<file path="config.mk">
export PLATFORM = sky130hd
export DESIGN_NAME = lsu_bus_ctrl
export DESIGN_NICKNAME = d
export VERILOG_FILES = /design/src/rtl/lsu_bus_ctrl.sv
export SDC_FILE = /design/constraint.sdc
export NUM_CORES = 1
export LEC_CHECK = 0
export ABC_AREA = 1
export CORE_MARGIN = 1
export CORE_UTILIZATION = 43
export CTS_CLUSTER_DIAMETER = 80
export CTS_CLUSTER_SIZE = 14
export DETAILED_ROUTE_END_ITERATION = 16
export PLACE_DENSITY = 0.82
export SYNTH_ARGS = -nofsm -noshare
export SYNTH_HDL_FRONTEND = slang
export SYNTH_SLANG_ARGS = --single-unit
</file>
<file path="constraint.sdc">
create_clock -name clk -period 2.1 [get_ports clk]
set_input_delay 0.315 -clock clk [delete_from_list [all_inputs] [get_ports clk]]
set_output_delay 0.315 -clock clk [all_outputs]
set_load 0.03 [all_outputs]
</file>
<file path="src/rtl/lsu_bus_ctrl.sv">
// Sequential load/store unit bus controller.
// Takes one request at a time, decodes it against the slave regions, checks
// alignment, runs a single bus access with an acknowledge timeout and returns
// extended load data or an error code to the memory stage.
module lsu_bus_ctrl #(
  parameter int                         NUM_REGIONS  = 3,
  parameter logic [32*NUM_REGIONS-1:0] REGION_BASE  = {32'h0000_3000, 32'h0000_1000, 32'h0000_0000},
  parameter logic [32*NUM_REGIONS-1:0] REGION_LIMIT = {32'h0000_3FFF, 32'h0000_2FFF, 32'h0000_0FFF},
  parameter int                         TIMEOUT      = 16
) (
  input  logic                        clk,
  input  logic                        rst_n,
  input  logic                        req_valid,
  output logic                        req_ready,
  input  logic [31:0]                 req_addr,
  input  logic                        req_we,
  input  logic [1:0]                  req_size,
  input  logic                        req_unsigned,
  input  logic [31:0]                 req_wdata,
  output logic                        rsp_valid,
  output logic [31:0]                 rsp_rdata,
  output logic                        rsp_err,
  output logic [1:0]                  rsp_err_code,
  output logic [NUM_REGIONS-1:0]      bus_sel,
  output logic [31:0]                 bus_addr,
  output logic                        bus_we,
  output logic [31:0]                 bus_wdata,
  output logic [3:0]                  bus_wstrb,
  input  logic [NUM_REGIONS-1:0]      bus_ack,
  input  logic [32*NUM_REGIONS-1:0]   bus_rdata
);

  localparam int TIMER_W = (TIMEOUT > 1) ? $clog2(TIMEOUT) : 1;

  typedef enum logic [1:0] {
    IDLE   = 2'd0,
    ACCESS = 2'd1,
    RESP   = 2'd2
  } state_t;

  state_t state, state_next;

  logic [1:0]             cap_lsb;
  logic                   cap_we;
  logic [1:0]             cap_size;
  logic                   cap_uns;
  logic [1:0]             err_code;
  logic [TIMER_W-1:0]     timer;
  logic [31:0]            rdata_lat;

  logic                   misalign;
  logic [NUM_REGIONS-1:0] hit_sel;
  logic [31:0]            lane_wdata;
  logic [3:0]             lane_strb;
  logic                   ack_hit;
  logic [31:0]            ack_rdata;
  logic                   timed_out;
  logic [31:0]            shifted;
  logic [31:0]            load_data;

  // Request decode: alignment check, lowest-index region match, lane steering
  always_comb begin
    misalign = (req_size == 2'b11) ||
               (req_size == 2'b01 && req_addr[0]) ||
               (req_size == 2'b10 && req_addr[1:0] != 2'b00);
    hit_sel = '0;
    for (int i = NUM_REGIONS - 1; i >= 0; i--) begin
      if (req_addr >= REGION_BASE[32*i +: 32] && req_addr <= REGION_LIMIT[32*i +: 32]) begin
        hit_sel    = '0;
        hit_sel[i] = 1'b1;
      end
    end
    case (req_size)
      2'b00: begin
        lane_wdata = {4{req_wdata[7:0]}};
        lane_strb  = 4'b0001 << req_addr[1:0];
      end
      2'b01: begin
        lane_wdata = {2{req_wdata[15:0]}};
        lane_strb  = 4'b0011 << req_addr[1:0];
      end
      default: begin
        lane_wdata = req_wdata;
        lane_strb  = 4'b1111;
      end
    endcase
  end

  // Acknowledge and read-word selection for the currently selected slave
  always_comb begin
    ack_hit   = |(bus_ack & bus_sel);
    ack_rdata = '0;
    for (int i = 0; i < NUM_REGIONS; i++) begin
      if (bus_sel[i]) ack_rdata = bus_rdata[32*i +: 32];
    end
    timed_out = (timer == TIMER_W'(TIMEOUT - 1));
  end

  // State register
  always_ff @(posedge clk) begin
    if (!rst_n) state <= IDLE;
    else        state <= state_next;
  end

  // Next-state logic and handshake strobes
  always_comb begin
    state_next = state;
    req_ready  = 1'b0;
    rsp_valid  = 1'b0;
    case (state)
      IDLE: begin
        req_ready = 1'b1;
        if (req_valid) state_next = (misalign || hit_sel == '0) ? RESP : ACCESS;
      end
      ACCESS: begin
        if (ack_hit || timed_out) state_next = RESP;
      end
      RESP: begin
        rsp_valid  = 1'b1;
        state_next = IDLE;
      end
      default: state_next = IDLE;
    endcase
  end

  // Request capture, bus drive, timer and read-word latch
  always_ff @(posedge clk) begin
    if (!rst_n) begin
      cap_lsb   <= '0;
      cap_we    <= 1'b0;
      cap_size  <= '0;
      cap_uns   <= 1'b0;
      err_code  <= '0;
      timer     <= '0;
      rdata_lat <= '0;
      bus_sel   <= '0;
      bus_addr  <= '0;
      bus_we    <= 1'b0;
      bus_wdata <= '0;
      bus_wstrb <= '0;
    end else begin
      case (state)
        IDLE: begin
          if (req_valid) begin
            cap_lsb   <= req_addr[1:0];
            cap_we    <= req_we;
            cap_size  <= req_size;
            cap_uns   <= req_unsigned;
            timer     <= '0;
            rdata_lat <= '0;
            if (misalign) begin
              err_code <= 2'b10;
            end else if (hit_sel == '0) begin
              err_code <= 2'b01;
            end else begin
              err_code  <= 2'b00;
              bus_sel   <= hit_sel;
              bus_addr  <= {req_addr[31:2], 2'b00};
              bus_we    <= req_we;
              bus_wdata <= lane_wdata;
              bus_wstrb <= req_we ? lane_strb : 4'b0000;
            end
          end
        end
        ACCESS: begin
          if (ack_hit || timed_out) begin
            if (ack_hit) rdata_lat <= ack_rdata;
            else         err_code  <= 2'b11;
            bus_sel   <= '0;
            bus_addr  <= '0;
            bus_we    <= 1'b0;
            bus_wdata <= '0;
            bus_wstrb <= '0;
          end else begin
            timer <= timer + 1'b1;
          end
        end
        default: ;
      endcase
    end
  end

  // Response formatting: lane extraction and sign/zero extension
  always_comb begin
    shifted = rdata_lat >> {cap_lsb, 3'b000};
    case (cap_size)
      2'b00:   load_data = cap_uns ? {24'b0, shifted[7:0]}   : {{24{shifted[7]}}, shifted[7:0]};
      2'b01:   load_data = cap_uns ? {16'b0, shifted[15:0]}  : {{16{shifted[15]}}, shifted[15:0]};
      default: load_data = rdata_lat;
    endcase
    rsp_err      = (state == RESP) && (err_code != 2'b00);
    rsp_err_code = (state == RESP) ? err_code : 2'b00;
    rsp_rdata    = (state == RESP && err_code == 2'b00 && !cap_we) ? load_data : 32'b0;
  end

endmodule

</file>
# [Word-level counts from Yosys, hierarchy flattened]
# Cells that the tools add are included.
# Widths: inputs -> output; s select.
[totals] n_memories=0 reg_bits=118 out_inout_bits=109 rom_bits=0 wordCells=123 mem_bits_rw=0 latch_bits=0
[classes] bitwise_logic=1 shifts=3 mux=57 n_eq_ne=14 div=0 reduce_logical=28 magnitude_cmp=6 addsub=1 n_mul=0
[op_table] cell="$mux 32" count=16
[op_table] cell="$pmux 32 s2" count=5
[op_table] cell="$le 32x14->1 const B" count=2
[op_table] cell="$ge 32x1->1 const B" count=1
[op_table] cell="$ge 32x13->1 const B" count=1
[op_table] cell="$ge 32x14->1 const B" count=1
[op_table] cell="$le 32x12->1 const B" count=1
[op_table] cell="$shr 32x5->16" count=1
[op_table] cell="$mux 4" count=7
[op_table] cell="$pmux 4 s2" count=3
[op_table] cell="$mux 3" count=7
[op_table] cell="$mux 2" count=8
[op_table] cell="$ne 2x2->1 const B" count=7
[op_table] cell="$logic_and 1x1->1" count=8
[op_table] cell="$logic_not 2->1" count=4
[op_table] cell="$pmux 2 s2" count=2
[op_table] cell="$reduce_and 4->1" count=2
[op_table] cell="$mux 1" count=7
[op_table] cell="$eq 2x1->1 const B" count=3
[op_table] cell="$eq 2x2->1 const B" count=3
[op_table] cell="$pmux 3 s2" count=1
[op_table] cell="$reduce_bool 2->1" count=3
[op_table] cell="$reduce_and 5->1" count=1
[op_table] cell="$add 4x1->4 const B" count=1
[op_table] cell="other kinds (11)" count=15

# [Longest topological paths before layout]
# Gate-level depths: netlist of the first run.
[logic_depth] depth_word=10 ltp_mapped=13 mapped_depth_nobuf=11

# [Worst setup path before layout of the first run]
# Ideal clock, no wire load.
[synth_path] path_kind="register to output" start="register state[1]" end="output rsp_rdata[21]" n_path_buf=1 path_slack_ps=-302 t_arrival_ps=2087 path_stages_with_launch=8 path_cell_list="dfxtp_1 > inv_1 > nor2_2 > inv_1 > nor4_4 > nand2_2 > buf_6 > a21oi_1"
[synth_via] elab_chain_len=4
[synth_lines] element="from (decl)" line="41" rtl="state_t state, state_next;"
[synth_lines] element="from (signal assigned)" line="102" rtl="else state <= state_next;"
[synth_lines] element="$eq 2x2->1" line="193" rtl="rsp_rdata = (state == RESP && err_code == 2'b00 && !cap_we) ? load_data : 32'b0;"
[synth_lines] element="$logic_and 1x1->1 (2 in a row)" line="193"
[synth_lines] element="$mux 32" line="193"
[synth_lines] element="to (decl)" line="21" rtl="output logic [31:0] rsp_rdata,"
# Every way passes these cells.

# [Final worst setup path of the first run]
[layout_path] start="register cap_lsb[0]" end="output rsp_rdata[18]"
[layout_via] elab_chain_len=4 elab_cells_between_ends=5 classes_between="shift: 1; mux: 4"
[layout_lines] element="from (decl)" line="43" rtl="logic [1:0] cap_lsb;"
[layout_lines] element="from (signal assigned)" line="145" rtl="cap_lsb <= req_addr[1:0];"
[layout_lines] element="$shr 32x5->16 *" line="185" rtl="shifted = rdata_lat >> {cap_lsb, 3'b000};"
[layout_lines] element="$mux 32, on equally long branches" line="188, 187"
[layout_lines] element="$pmux 32 s2 *" line="186" rtl="case (cap_size)"
[layout_lines] element="$mux 32 *" line="193"
# Every way passes the cells marked *; elsewhere a longest branch is shown, timed or not.

==> results.yml, run 1 <==
grt:
  grt_first_pass_wirelength_um: 35000
  grt_overflow_total: 0
  grt_util_all_layers_pct: 29.9
  grt_start_max_net_pins: 58
  first_global_vias: 7098
  antenna_found_initial: 0
outcome:
  violations: "negative setup slack"
  status: "finished, violations left"
clocking:
  cts_buffer_depth: 2
  clkSinkCount: 116
  clock_latency_ns: 0.41
  cts_hold_buf: 0
  cts_buffers: 17
  cts_tree: "built"
  cts_max_level: 4
  root_buffer: "clkbuf_16"
  clk_pin_slew_worst_paths_ns: 0.05
sta:
  rsz0062_at_grt: "yes"
  clock.fmax_mhz: 441
  setup_ws_ns: -0.166
  slew_violations: 0
  fin_skew_ns: 0.00963
  hold_violations: 0
  setup_viol: 31
  worst_pin_slew_ns: 0.636
  whs_ns: 0.387
  relSlewSlack_pct: 57.4
  finalCritPeriodShare_pct: 108
  min_period_ns: 2.27
  fin_tns_setup_ns: -3.38
detailed_routing:
  drc: 0
  firstDrtPassIters: 8
  ant_nets: 0
  vias_per_cell: 5.35
  drt_iter0_markers: 678
  via_count: 7732
  wirelength_um: 23200
  wl_per_cell_um: 16.1
yosys:
  synth_seq_area_share_pct: 36.7
  netlist.area_leader.share_pct: 36.7
  yosysMostFrequentCell: "nand2_1"
  synth_common_cells: "nand2_1, nor2_1, dfxtp_1"
  yosys.area.top_type: "dfxtp_1"
  syn_area_um2: 6320
  synthFlopType: "dfxtp_1"
  async_flop_share_pct: 0
  ys_warn_count: 0
  postSynthCellCount: 975
  synth_edf_count: 0
  ys_types: 34
  ys_ff_latch: 116
  avgSynthCellArea_um2: 6.48
  synth_area_leaders: "dfxtp_1, nand2_1, nor2_1, a21oi_1, o21ai_0"
hold_path:
  min_path_type: "in2reg"
  whs_path_depth: 3
die:
  fp.dieW_um: 123
  fp.dieH_um: 123
  start_util_pct: 44.8
  io_pins: 279
  rows: 43
  core_area_um2: 14100
  dieArea_um2: 15200
layout:
  multi_input_area_um2: 3730
  syn_to_final_growth_pct: 66.7
  layout.nets: 1423
  antenna_cells: 0
  fillerInstances: 1091
  finalCoreUtilization_pct: 74.7
  final-seq-area_um2: 2330
  drive_gt1_share_pct: 14.8
worst_setup_path:
  rrSetupSlack_ns: 0.32
  r2r_cells: 6
  crit_path_end_kind: "output port"
  critPathKind: "reg2out"
  cp.arrival_ns: 1.95
  crit_path_start_kind: "register"
  critPathRequiredTime_ns: 1.78
  crit_fanout: 6
power_and_ir_drop:
  vdd_ir_drop_max_mv: 0.635
  p_total_mw: 7.88
  leakagePower_nw: 4.06
  power.density_nw_per_um2: 748
place:
  pre_cts_slack_ns: 0.0151
  hpwl_um: 16200
  place.gp.congestion: 0.929
  io_buffer_count: 276
run:
  cap_violations: 0
[cells in the final DEF, fill, tap and decap left out, types with 7 or more instances in the layout]
master,netlist,layout
a221oi_1,23,23
and2_1,15,15
a21oi_2,1,14
buf_12,0,16
o31ai_1,7,7
inv_2,4,8
a21oi_4,0,12
buf_4,5,41
clkdlybuf4s50_1,0,237
dfxtp_1,116,113
clkbuf_16,0,17
o211ai_1,22,22
a21oi_1,109,84
buf_6,1,30
nor2_1,166,165
nand2_1,186,185
inv_1,60,54
o21ai_0,95,85
nand3_1,60,58
[per-stage QoR]
step | cells | instance area [um^2]
4_1_cts | 1441 | 10400
5_1_grt | 1445 | 10500
2_1_floorplan | 976 | 6510
3_5_place_dp | 1403 | 9590
6_report | 1445 | 10500
3_3_place_gp | 1403 | 9590
[flip-flops by register name, summed over array words and instances (netlist names)]
signal and cells:
bus_addr 30, bus_sel 3, bus_wdata 32, bus_we 1, bus_wstrb 4, cap_lsb 2, cap_size 2, cap_uns 1
cap_we 1, err_code 2, rdata_lat 32, state 2, timer 4
[worst max-delay path, stage by stage (launching register included)]
cell,delay (ns)
dfxtp_4,0.36
buf_12,0.12
a21oi_2,0.10
o21ai_1,0.08
nand2_1,0.12
nand3_2,0.11
nand3_4,0.13
nand2_8,0.09
a21oi_1,0.22
buf_4,0.21
[logic make-up (layout without fill, tap and decap cells)]
logic type | Yosys count | after routing | synth area share, %
and+or+nand+nor | 447 | 447 | 29.5
AOI/OAI and AO/OA | 270 | 270 | 24.3
buffers and inverters | 140 | 429 | 9.23
DFF | 116 | 116 | 36.7
adders and majority gates | 1 | 1 | 0.198
other | 1 | 2 | 0.0593
[repair_timing]
action | 4_1_cts | 5_1_grt
setup buffers | 5 | 4
gates cloned | 1 | 0
resized for setup | 66 | 18
endpoints found under the setup margin | 36 | 32
pin swaps | 5 | 5
[power by group]
group          internal [mW]  total (mW)  switching [mW]
Clock                   1.77        2.80            1.03
Combinational           1.09        2.55            1.47
Sequential              2.39        2.52           0.131
Total                   5.25        7.88            2.63
[per-layer routing]
| layer | routed length (um) | GRT usage [%] | share of wire (%) | vias up |
|---|---|---|---|---|
| met5 | 0 | 0 | 0 | - |
| met2 | 11400 | 51.2 | 49 | 351 |
| met4 | 867 | 15.4 | 3.7 | 0 |
| li1 | - | - | - | 3801 |
| met1 | 8790 | 33.1 | 38 | 3518 |
| met3 | 2110 | 9.50 | 9.1 | 62 |
[layout make-up]
type                            count  share of cell area [%]
Inverter                           67                    2.48
Timing Repair Buffer              330                    32.3
Tap cell                          180                    2.14
Clock inverter                     12                    1.24
Clock buffer                       20                    4.24
Multi-Input combinational cell    720                    35.4
Sequential cell                   116                    22.2
[worst paths after layout]
path | from | endpoint
max | cap_lsb[0] | rsp_rdata[18]
min | rst_n | bus_sel[2]
max reg2reg | bus_sel[2] | rdata_lat[24]
min reg2reg | bus_addr[16] | bus_addr[16]
Note: power is estimated with default switching activity, not from simulation.
==> run 2, diff against run 1 <==
--- a/config.mk
+++ b/config.mk
@@ -11,6 +11,7 @@
 export CTS_CLUSTER_DIAMETER = 80
 export CTS_CLUSTER_SIZE = 14
 export DETAILED_ROUTE_END_ITERATION = 16
+export GPL_TIMING_DRIVEN = 0
 export PLACE_DENSITY = 0.82
 export SYNTH_ARGS = -nofsm -noshare
 export SYNTH_HDL_FRONTEND = slang
==> run 2 against run 1 <==
  * The flow still finishes with violations (negative setup slack)
  * Non-clock buffer count increased by 34
  * Worst hold slack got worse by 0.088 ns
  * Sequential share of layout area decreased by 0.092 points
  * Register-to-register slack got worse by 0.21 ns
  * Combinational power increased by 4%
  * Cell count increased by 2.4%
  * Count of clock-buffer cells in the layout decreased by 3
  * Critical path type unchanged
  * Largest cell class unchanged
  * Largest power group unchanged
==> results.yml, run 2 (synthesis gave the netlist of run 1 again) <==
detailed_routing:
  vias_per_cell: 5.40
  ant_nets: 0
  firstDrtPassIters: 5
  wl_per_cell_um: 17.4
  drc: 0
  wirelength_um: 25700
  drt_iter0_markers: 600
  via_count: 7988
grt:
  grt_start_max_net_pins: 17
  antenna_found_initial: 0
  first_global_vias: 7487
  grt_overflow_total: 0
  grt_first_pass_wirelength_um: 37600
  grt_util_all_layers_pct: 32.7
sta:
  min_period_ns: 2.30
  setup_ws_ns: -0.198
  whs_ns: 0.299
  setup_viol: 27
  clock.fmax_mhz: 435
  hold_violations: 0
  worst_pin_slew_ns: 0.662
  slew_violations: 0
  fin_tns_setup_ns: -3.61
  finalCritPeriodShare_pct: 109
  fin_skew_ns: 0.00947
  relSlewSlack_pct: 55.9
  rsz0062_at_grt: "yes"
power_and_ir_drop:
  leakagePower_nw: 4.08
  vdd_ir_drop_max_mv: 0.481
  power.density_nw_per_um2: 749
  p_total_mw: 7.92
worst_setup_path:
  r2r_start: "state[0]"
  critPathMaxStageDelay_ns: 0.40
  cp_slowest_cell: "dfxtp_4"
  critPathRequiredTime_ns: 1.78
  r2r_cells: 11
  crit_path_start_kind: "register"
  cp.arrival_ns: 1.98
  crit_fanout: 5
  crit_path_start: "cap_lsb[1]"
  worstPathCellList: "inv_4 > a21oi_1 > o21ai_1 > nand2_2 > buf_6 > buf_4 > buf_4 > nand2_2 > a21oi_4 > buf_6"
  crit_path_end_kind: "output port"
  critPathKind: "reg2out"
clocking:
  cts_max_level: 4
  clock_latency_ns: 0.43
  cts_hold_buf: 0
  clkSinkCount: 116
  cts_buffers: 17
  root_buffer: "clkbuf_16"
  cts_tree: "built"
  clk_pin_slew_worst_paths_ns: 0.06
  cts_buffer_depth: 2
layout:
  layout.nets: 1457
  final_common_cell: "clkdlybuf4s50_1"
  syn_to_final_growth_pct: 67.4
  antenna_cells: 0
  drive_gt1_share_pct: 15.7
  final-seq-area_um2: 2330
  multi_input_area_um2: 3850
  reg.largest.list: "bus_wdata x32, rdata_lat x32, bus_addr x30"
  layout_common_cells: "clkdlybuf4s50_1, nand2_1, nor2_1, dfxtp_1, a21oi_1"
  fillerInstances: 1151
outcome:
  status: "finished, violations left"
  violations: "negative setup slack"
die:
  io_pins: 279
  core_area_um2: 14100
  start_util_pct: 44.8
  rows: 43
  fp.dieH_um: 123
  fp.dieW_um: 123
  dieArea_um2: 15200
run:
  cap_violations: 0
place:
  hpwl_um: 18700
  place.gp.congestion: 0.946
  io_buffer_count: 275
hold_path:
  whs_path_depth: 3
  min_from: "req_size[1]"
  min_path_type: "in2reg"
==> run 2: changes by cell type in the layout (fill, tap and decap cells not counted), moves of 5 or more <==
cell | before | now
clkbuf_1 | 2 | 32
clkbuf_2 | 0 | 5
o21ai_0 | 85 | 74
clkbuf_4 | 0 | 6
buf_12 | 16 | 3
o31ai_1 | 7 | 1
buf_4 | 41 | 22
o31ai_2 | 0 | 5
buf_2 | 1 | 19
==> run 2: area by class of cell <==
type / instances / share of cell area, %
clock inverters: 15 / 1.31
clock buffers: 17 / 4.02
repair buffers: 292 / 27.9
inverters: 67 / 2.54
flip-flops and latches: 116 / 22.1
plain buffers: 72 / 3.60
well taps: 180 / 2.13
multi-input cells: 720 / 36.4
==> run 2: critical path, delay by kind of cell, from the launching register on <==
family                 cells  cell delay (ns)
AO/OA/AOI/OAI              3             0.45
AND/OR/NAND/NOR            2             0.19
flip-flops                 1             0.40
buffers and inverters      5             0.52
==> run 2: routing by layer <==
metal,GRT usage [%],routed length [um]
met2,57.0,12600
met5,0,0
met4,15.5,966
met1,36.2,9690
met3,9.64,2370
==> run 2: final timing paths <==
| kind | to | slack, ns |
|---|---|---|
| setup / recovery | rsp_rdata[7] | -0.20 |
| hold / removal | cap_size[1] | 0.30 |
| setup reg to reg | rdata_lat[24] | 0.11 |
| hold reg to reg | bus_addr[18] | 0.43 |
==> run 2: power breakdown <==
group	switching, mW	internal, mW
clock	1.19	1.56
combinational	1.56	1.08
sequential	0.142	2.39
==> run 2: repair_timing <==
| item | CTS | global route |
|---|---|---|
| endpoints found under the setup margin | 37 | 77 |
| pin swaps | 4 | 16 |
| setup buffers | 9 | 7 |
| gates cloned | 1 | 0 |
| resized for setup | 257 | 97 |
==> run 2: through the flow <==
stage,std cells,worst slack (ns),instance area [um^2],util [%]
global placement,1431,-0.847,9490,67.3
CTS,1473,-0.155,10300,72.7
finish,1479,-0.198,10600,75.0
global route,1479,-0.251,10600,75.0
detailed placement,1431,-0.854,9490,67.3
floorplan,976,-0.0632,6510,-
